==> config.mk <==
export PLATFORM = sky130hd
export DESIGN_NAME = fifo_burst_reader
export DESIGN_NICKNAME = d
export VERILOG_FILES = /design/src/rtl/fifo_burst_reader.sv
export SDC_FILE = /design/constraint.sdc
export NUM_CORES = 1
export LEC_CHECK = 0
export BUFFER_PORTS_ARGS = -buffer_cell sky130_fd_sc_hd__buf_2
export CAP_MARGIN = 40
export CORE_MARGIN = 5
export CORE_UTILIZATION = 58
export CTS_BUF_LIST = sky130_fd_sc_hd__clkbuf_16
export DETAILED_ROUTE_END_ITERATION = 7
export PLACE_DENSITY_LB_ADDON = 0.05
export REMOVE_ABC_BUFFERS = 1
export SLEW_MARGIN = 30
export SYNTH_ARGS = -nofsm -noshare
export SYNTH_HDL_FRONTEND = slang
export SYNTH_SLANG_ARGS = --single-unit
==> constraint.sdc <==
create_clock -name clk -period 6.45 [get_ports clk]
set_input_delay 1.29 -clock clk [delete_from_list [all_inputs] [get_ports clk]]
set_output_delay 1.29 -clock clk [all_outputs]
set_load 0.05 [all_outputs]
==> src/rtl/fifo_burst_reader.sv <==
// Read-side burst consumer for the cross-clock FIFO: starts bursts on fill level,
// idle timeout or flush, and re-emits the words as a framed valid/ready stream.
module fifo_burst_reader #(
   parameter int WIDTH        = 16,
   parameter int ADDR_BITS    = 4,
   parameter int READ_LATENCY = 2,
   parameter int BURST_LEN    = 8,
   parameter int TIMEOUT      = 255
) (
   input  logic                 clk,
   input  logic                 rst_n,
   output logic                 fifo_rd_en,
   input  logic [WIDTH-1:0]     fifo_rd_data,
   input  logic [ADDR_BITS:0]   fifo_rd_size,
   input  logic                 fifo_rd_empty,
   input  logic                 flush,
   output logic                 out_valid,
   input  logic                 out_ready,
   output logic [WIDTH-1:0]     out_data,
   output logic                 out_first,
   output logic                 out_last,
   output logic                 busy
);

   localparam int LW = $clog2(BURST_LEN + 1);
   localparam int TW = (TIMEOUT > 0) ? $clog2(TIMEOUT + 1) : 1;
   localparam logic [ADDR_BITS:0] BL_SIZE = (ADDR_BITS + 1)'(BURST_LEN);
   localparam logic [LW-1:0]      BL_CNT  = LW'(BURST_LEN);
   localparam logic [TW-1:0]      TMO_MAX = TW'(TIMEOUT);

   typedef enum logic [1:0] {IDLE, READ, DRAIN} state_t;

   state_t            state, state_n;
   logic [LW-1:0]     rd_left, lat_left, burst_len;
   logic [TW-1:0]     tmo_cnt;
   logic              flush_req;
   logic [2:0]        occ, inflight;
   logic [3:0]        credit;
   logic [1:0]        vld_pipe;
   logic [WIDTH-1:0]  buf_mem [4];
   logic [1:0]        wr_ptr, rd_ptr;
   logic              first_pend;
   logic              fill_trig, tmo_trig, start, push, pop;

   assign credit    = {1'b0, occ} + {1'b0, inflight};
   assign push      = (READ_LATENCY == 1) ? vld_pipe[0] : vld_pipe[1];
   assign out_valid = (occ != 3'd0);
   assign pop       = out_valid && out_ready;
   assign out_data  = buf_mem[rd_ptr];
   assign out_first = out_valid && first_pend;
   assign out_last  = out_valid && (lat_left == LW'(1));
   assign busy      = (state != IDLE);

   always_comb begin
      state_n    = state;
      start      = 1'b0;
      fifo_rd_en = 1'b0;
      fill_trig  = (fifo_rd_size >= BL_SIZE);
      tmo_trig   = (((TIMEOUT != 0) && (tmo_cnt == TMO_MAX)) || flush_req) && !fifo_rd_empty;
      // Fill wins: when it fires the size is already >= BURST_LEN.
      burst_len  = (fill_trig || fifo_rd_size >= BL_SIZE) ? BL_CNT : LW'(fifo_rd_size);
      case (state)
         IDLE: begin
            if (fill_trig || tmo_trig) begin
               start   = 1'b1;
               state_n = READ;
            end
         end
         READ: begin
            fifo_rd_en = (rd_left != '0) && !fifo_rd_empty && (credit < 4'd4);
            if (fifo_rd_en && rd_left == LW'(1)) state_n = DRAIN;
         end
         DRAIN: begin
            if (pop && lat_left == LW'(1)) state_n = IDLE;
         end
         default: state_n = IDLE;
      endcase
   end

   always_ff @(posedge clk or negedge rst_n) begin
      if (!rst_n) state <= IDLE;
      else        state <= state_n;
   end

   always_ff @(posedge clk or negedge rst_n) begin
      if (!rst_n) begin
         rd_left    <= '0;
         lat_left   <= '0;
         tmo_cnt    <= '0;
         flush_req  <= 1'b0;
         occ        <= '0;
         inflight   <= '0;
         vld_pipe   <= '0;
         buf_mem    <= '{default: '0};
         wr_ptr     <= '0;
         rd_ptr     <= '0;
         first_pend <= 1'b0;
      end else begin
         if (start)           rd_left <= burst_len;
         else if (fifo_rd_en) rd_left <= rd_left - LW'(1);

         if (start)    lat_left <= burst_len;
         else if (pop) lat_left <= lat_left - LW'(1);

         if (start)    first_pend <= 1'b1;
         else if (pop) first_pend <= 1'b0;

         if (fifo_rd_empty || start)                   tmo_cnt <= '0;
         else if (state == IDLE && tmo_cnt != TMO_MAX) tmo_cnt <= tmo_cnt + TW'(1);

         // A flush seen while IDLE with nothing to read is dropped.
         if (start || (state == IDLE && fifo_rd_empty)) flush_req <= 1'b0;
         else if (flush)                                flush_req <= 1'b1;

         vld_pipe <= {vld_pipe[0], fifo_rd_en};
         inflight <= inflight + {2'b00, fifo_rd_en} - {2'b00, push};
         occ      <= occ + {2'b00, push} - {2'b00, pop};

         if (push) begin
            buf_mem[wr_ptr] <= fifo_rd_data;
            wr_ptr          <= wr_ptr + 2'd1;
         end
         if (pop) rd_ptr <= rd_ptr + 2'd1;
      end
   end

endmodule

==> results of run 1 <==
worst max-delay path, stage by stage:
cell and delay, ps:
buf_2 140, or4_4 560, a2111oi_4 470, buf_2 370
state kept, by name, indices dropped and copies added (netlist names):
register	count
wr_ptr	2
vld_pipe	2
occ	3
lat_left	4
rd_ptr	2
state	2
first_pend	1
buf_mem	64
rd_left	4
inflight	3
tmo_cnt	8
flush_req	1
synthesized netlist by cell type (2+ instances only):
cell type	instances	share of area
o21ai_0	6	0.0067
clkbuf_1	7	0.0059
fa_1	2	0.0089
mux4_2	16	0.080
and2_1	4	0.0056
inv_1	18	0.015
buf_2	3	0.0033
xor2_1	10	0.020
o22a_1	2	0.0039
nor3_1	3	0.0033
a21oi_1	6	0.0067
nand3b_1	2	0.0033
nand4_1	3	0.0042
nand3_1	5	0.0056
mux2_2	64	0.16
xnor2_1	7	0.014
and3_1	4	0.0056
dfrtp_1	96	0.54
nor2_1	9	0.0075
a21o_2	2	0.0039
nand2_1	15	0.013
ha_1	15	0.042
through the flow:
| stage | hold slack, ps | util | instance area [um^2] |
|---|---|---|---|
| after floorplan | 331 | - | 4440 |
| after global placement | 335 | 0.633 | 4810 |
| after detailed placement | 335 | 0.634 | 4820 |
| after CTS | 350 | 0.675 | 5140 |
| after global routing | 362 | 0.679 | 5160 |
| final | 348 | 0.679 | 5160 |
power breakdown:
part	switching [mW]	leakage (nW)	internal, mW
Combinational	0.733	1.03	0.553
Sequential	0.186	1.14	0.882
Clock	0.222	0.160	0.340
cell families after synthesis:
| kind of cell | after synthesis | synth area share |
|---|---|---|
| AOI/OAI and AO/OA | 30 | 0.0508 |
| xor gates and xnor gates | 17 | 0.0332 |
| adders and majority gates | 17 | 0.0508 |
| buffers and inverters | 29 | 0.0251 |
| DFF | 96 | 0.536 |
| muxes | 80 | 0.241 |
| and+or+nand+nor | 54 | 0.0631 |
metal layers:
metal  vias to the layer above  GRT usage
met1                      1355      0.248
met2                        48      0.287
met5                         -          0
li1                       1265          -
met4                         0     0.0607
met3                        11     0.0421
worst paths after layout:
| path | depth (start not counted) | to | from |
|---|---|---|---|
| setup / recovery | 4 | fifo_rd_en | fifo_rd_empty |
| hold / removal | 0 | vld_pipe[1] | vld_pipe[0] |
| setup reg to reg | 8 | inflight[2] | occ[2] |
| hold reg to reg | 0 | vld_pipe[1] | vld_pipe[0] |
| max in group asynchronous | 2 | buf_mem[41] | rst_n |
| min in group asynchronous | 1 | buf_mem[56] | rst_n |
layout make-up:
class,count,area share
clock inverter,7,0.0179
multi-input combinational,198,0.381
clock buffer,9,0.0436
sequential,96,0.465
timing repair buffer,51,0.0545
tap,102,0.0247
inverter,18,0.0131
==> run_results.csv, run 1 <==
group,metric,value,unit
final_layout,fillers,572,
route,dr.pass1.iters,4,
timing,setup_ws,2330,ps
worst_setup_path,end_kind,"output pin",
route,drcViolationCount,0,
cts,cts_setup_buffers,0,
timing,fin_crit_sh,0.638,
final_layout,drive_gt1_frac,0.409,
grt,grt.overflow.total,0,
final_layout,layout_common_cells,"dfrtp_1, mux2_2, buf_2",
yosys,synth_ff_type,"dfrtp_1",
timing,min_period,4120,ps
route,num_vias,2679,
timing,final-hold-violation-count,0,
floorplanning,initial_utilization,0.589,
hold_path,hp-class,"reg2reg",
yosys,synthesis.area,4480,um^2
final_layout,area_growth,15.2,%
cts,cts_resized,0,
power,p_leak,2.33,nW
grt,grt_max_degree,58,
yosys,yosysWarnings,0,
route,vias_per_cell,5.57,
timing,tightest_slew,826,ps
grt,grt_pass1_vias,2835,
cts,cts.sinks,96,
worst_setup_path,required,5160,ps
power,peakVddDrop,0.339,mV
final_layout,final_common_cell,"dfrtp_1",
place,place.port_buffers,46,
route,final_antenna_net_count,0,
floorplanning,die_h,97.9,um
grt,antenna_found_initial,0,
worst_setup_path,r2r_slack,3730,ps
timing,rsz0062_at_grt,"false",
power,p_per_area,565,nW/um^2
final_layout,fin_cells,481,
final_layout,seqCellArea,2400,um^2
yosys,synthArstFlopShare,1.00,
place,dpl.hpwl,5.32,mm
final_layout,fin_nets,417,
power,finalPower,2.92,mW
yosys,synth-edff-count,0,
route,wl_met1,3.53,mm
worst_setup_path,critical_path.max_fanout,9,
grt,grt_pass1_wl,13.9,mm
place,placed_cells,463,
cts,cts_tree,"yes",
route,drt_first_iter_violations,77,
status,outcome,"finished clean",
cts,clkLatencyLatePin,330,ps
yosys,syn_area_per_cell,13.9,um^2
floorplanning,fp.dieW,97.9,um
floorplanning,io_pins,47,
yosys,seq_area_frac_synth,0.536,
timing,slew_violations,0,
yosys,synthCells,323,
worst_setup_path,critPathLaunchType,"input pin",
cts,cts_buffers,9,
floorplanning,die-area,9590,um^2
worst_setup_path,arrival,2830,ps
timing,setup_tns,0,ps
timing,fin_worst_skew,5.15,ps
place,finalWeightedCongestion,0.731,
route,top_layer_used,"met4",
floorplanning,num_rows,32,
final_layout,num_antenna_cells,0,
place,dpl_worst_slack,2330,ps
cts,postCtsHoldBufs,0,
timing,setup-violations-final,0,
yosys,yosysUniqueCellTypes,46,
route,met2_length,3.94,mm
cts,clk_pin_slew,60,ps
timing,max_clock_freq,243,MHz
cts,cts_root_buf,"clkbuf_16",
yosys,synth-seq-cells,96,
route,routed_wirelength,7.94,mm
timing,max-slew-margin-rel,0.448,
cts,htreeDepth,3,
floorplanning,fp.coreArea,7610,um^2
cts,clockBufferDepth,2,
route,wl_met3,354,um
grt,grtUsageTotal,0.181,
route,post_drt_wl_per_cell,16.5,um
final_layout,multi_input_area,1970,um^2
flow_run,maxCapViolCount,0,
worst_setup_path,worstSetupPathType,"in2out",
Note: power is estimated with default switching activity, not from simulation.
==> run 2, diff against run 1 <==
- clock period: 6.45 -> 4.26 ns (I/O delays scaled with it)
==> run_results.csv, run 2 (synthesized netlist as in run 1, its figures left out) <==
group,metric,value,unit
status,outcome,"finished clean",
floorplanning,fp.coreArea,7610,um^2
hold_path,hp-class,"reg2reg",
place,finalWeightedCongestion,0.754,
grt,grt_pass1_wl,14.1,mm
final_layout,fin_cells,481,
grt,grtUsageTotal,0.185,
route,routed_wirelength,8.08,mm
timing,fin_crit_sh,0.763,
grt,antenna_found_initial,0,
worst_setup_path,arrival,2400,ps
route,post_drt_wl_per_cell,16.8,um
worst_setup_path,worstSetupPathType,"in2out",
timing,fin_worst_skew,7.50,ps
place,place.port_buffers,46,
timing,max_clock_freq,308,MHz
place,placed_cells,464,
floorplanning,fp.dieW,97.9,um
floorplanning,initial_utilization,0.589,
timing,max-slew-margin-rel,0.432,
floorplanning,io_pins,47,
worst_setup_path,critPathLaunchType,"input pin",
power,switching_share,0.404,
cts,clkLatencyLatePin,330,ps
final_layout,largest_register_ffs,64,
timing,min_period,3250,ps
cts,cts_resized,0,
route,dr.pass1.iters,4,
cts,postCtsHoldBufs,0,
final_layout,fillers,578,
worst_setup_path,required,3410,ps
cts,cts_buffers,9,
timing,slew_violations,0,
final_layout,fin_nets,417,
final_layout,final_common_cell,"dfrtp_1",
cts,clk_pin_slew,60,ps
grt,grt_pass1_vias,2798,
final_layout,top_regs,"buf_mem x64, tmo_cnt x8",
timing,final-hold-violation-count,0,
final_layout,largest_register,"buf_mem",
timing,setup-violations-final,0,
timing,setup_tns,0,ps
route,num_vias,2678,
power,p_leak,2.31,nW
power,pwr-share-comb,0.456,
worst_setup_path,end_kind,"output pin",
cts,cts_root_buf,"clkbuf_16",
final_layout,num_antenna_cells,0,
cts,cts.sinks,96,
cts,cts_setup_buffers,0,
route,drt_first_iter_violations,80,
timing,tightest_slew,840,ps
grt,grt_max_degree,51,
flow_run,maxCapViolCount,0,
cts,clockBufferDepth,2,
power,p_int,2.57,mW
route,final_antenna_net_count,0,
final_layout,drive_gt1_frac,0.406,
floorplanning,die_h,97.9,um
final_layout,area_growth,14.5,%
floorplanning,num_rows,32,
cts,cts_tree,"yes",
worst_setup_path,critical_path.max_fanout,9,
power,pwr-share-clk,0.171,
grt,grt.overflow.total,0,
route,vias_per_cell,5.57,
timing,rsz0062_at_grt,"false",
place,dpl.hpwl,5.41,mm
power,peakVddDrop,0.371,mV
route,drcViolationCount,0,
worst_setup_path,r2r_slack,1540,ps
cts,htreeDepth,3,
floorplanning,die-area,9590,um^2
power,seqPwrFrac,0.373,
power,p_switching,1.74,mW
final_layout,layout_common_cells,"dfrtp_1, mux2_2, buf_2",
power,p_per_area,839,nW/um^2
==> run 2: cell type report <==
type                       instances  area [um^2]  area share
clock inverter                     7         46.3     0.00902
tap                              102          128      0.0249
clock buffer                       9          225      0.0439
sequential                        96         2400       0.468
multi-input combinational        198         1970       0.383
inverter                          18         67.6      0.0132
timing repair buffer              51          298      0.0580
==> run 2: final timing paths <==
path / start / end / cells after the start
max reg2reg: occ[2] / inflight[2] / 8
min: vld_pipe[0] / vld_pipe[1] / 0
min in group asynchronous: rst_n / buf_mem[39] / 1
max in group asynchronous: rst_n / buf_mem[19] / 3
max: fifo_rd_empty / fifo_rd_en / 4
min reg2reg: vld_pipe[0] / vld_pipe[1] / 0
==> run 2: metrics by stage <==
step | setup slack (ps) | util | cell area [um^2] | power (mW) | hold slack (ps)
floorplan | 989 | - | 4440 | 3.17 | 331
global placement | 1010 | 0.633 | 4810 | 3.54 | 339
detailed placement | 1010 | 0.637 | 4850 | 3.61 | 338
CTS | 999 | 0.673 | 5120 | 4.36 | 354
global route | 902 | 0.675 | 5130 | 4.61 | 374
finish | 1010 | 0.675 | 5130 | 4.31 | 351
==> run 2: per-layer routing <==
metal | vias to the layer above | GRT usage | share of wire
li1 | 1268 | - | -
met1 | 1359 | 0.254 | 0.46
met2 | 45 | 0.303 | 0.49
met3 | 6 | 0.0443 | 0.044
met4 | 0 | 0.0415 | 0.0056
met5 | - | 0 | 0
==> run 2: worst max-delay path, stage by stage <==
cell and delay (ps):
buf_2 140, or4_4 560, a2111oi_4 480, buf_2 370
==> run 2: power by group through the flow <==
stage / clock network, mW / registers, mW / logic [mW]
3_5_place_dp: 0 / 1.63 / 1.98
3_3_place_gp: 0 / 1.60 / 1.93
6_report: 0.735 / 1.61 / 1.97
4_1_cts: 0.755 / 1.61 / 1.99
5_1_grt: 0.804 / 1.67 / 2.13
2_1_floorplan: 0 / 1.56 / 1.60
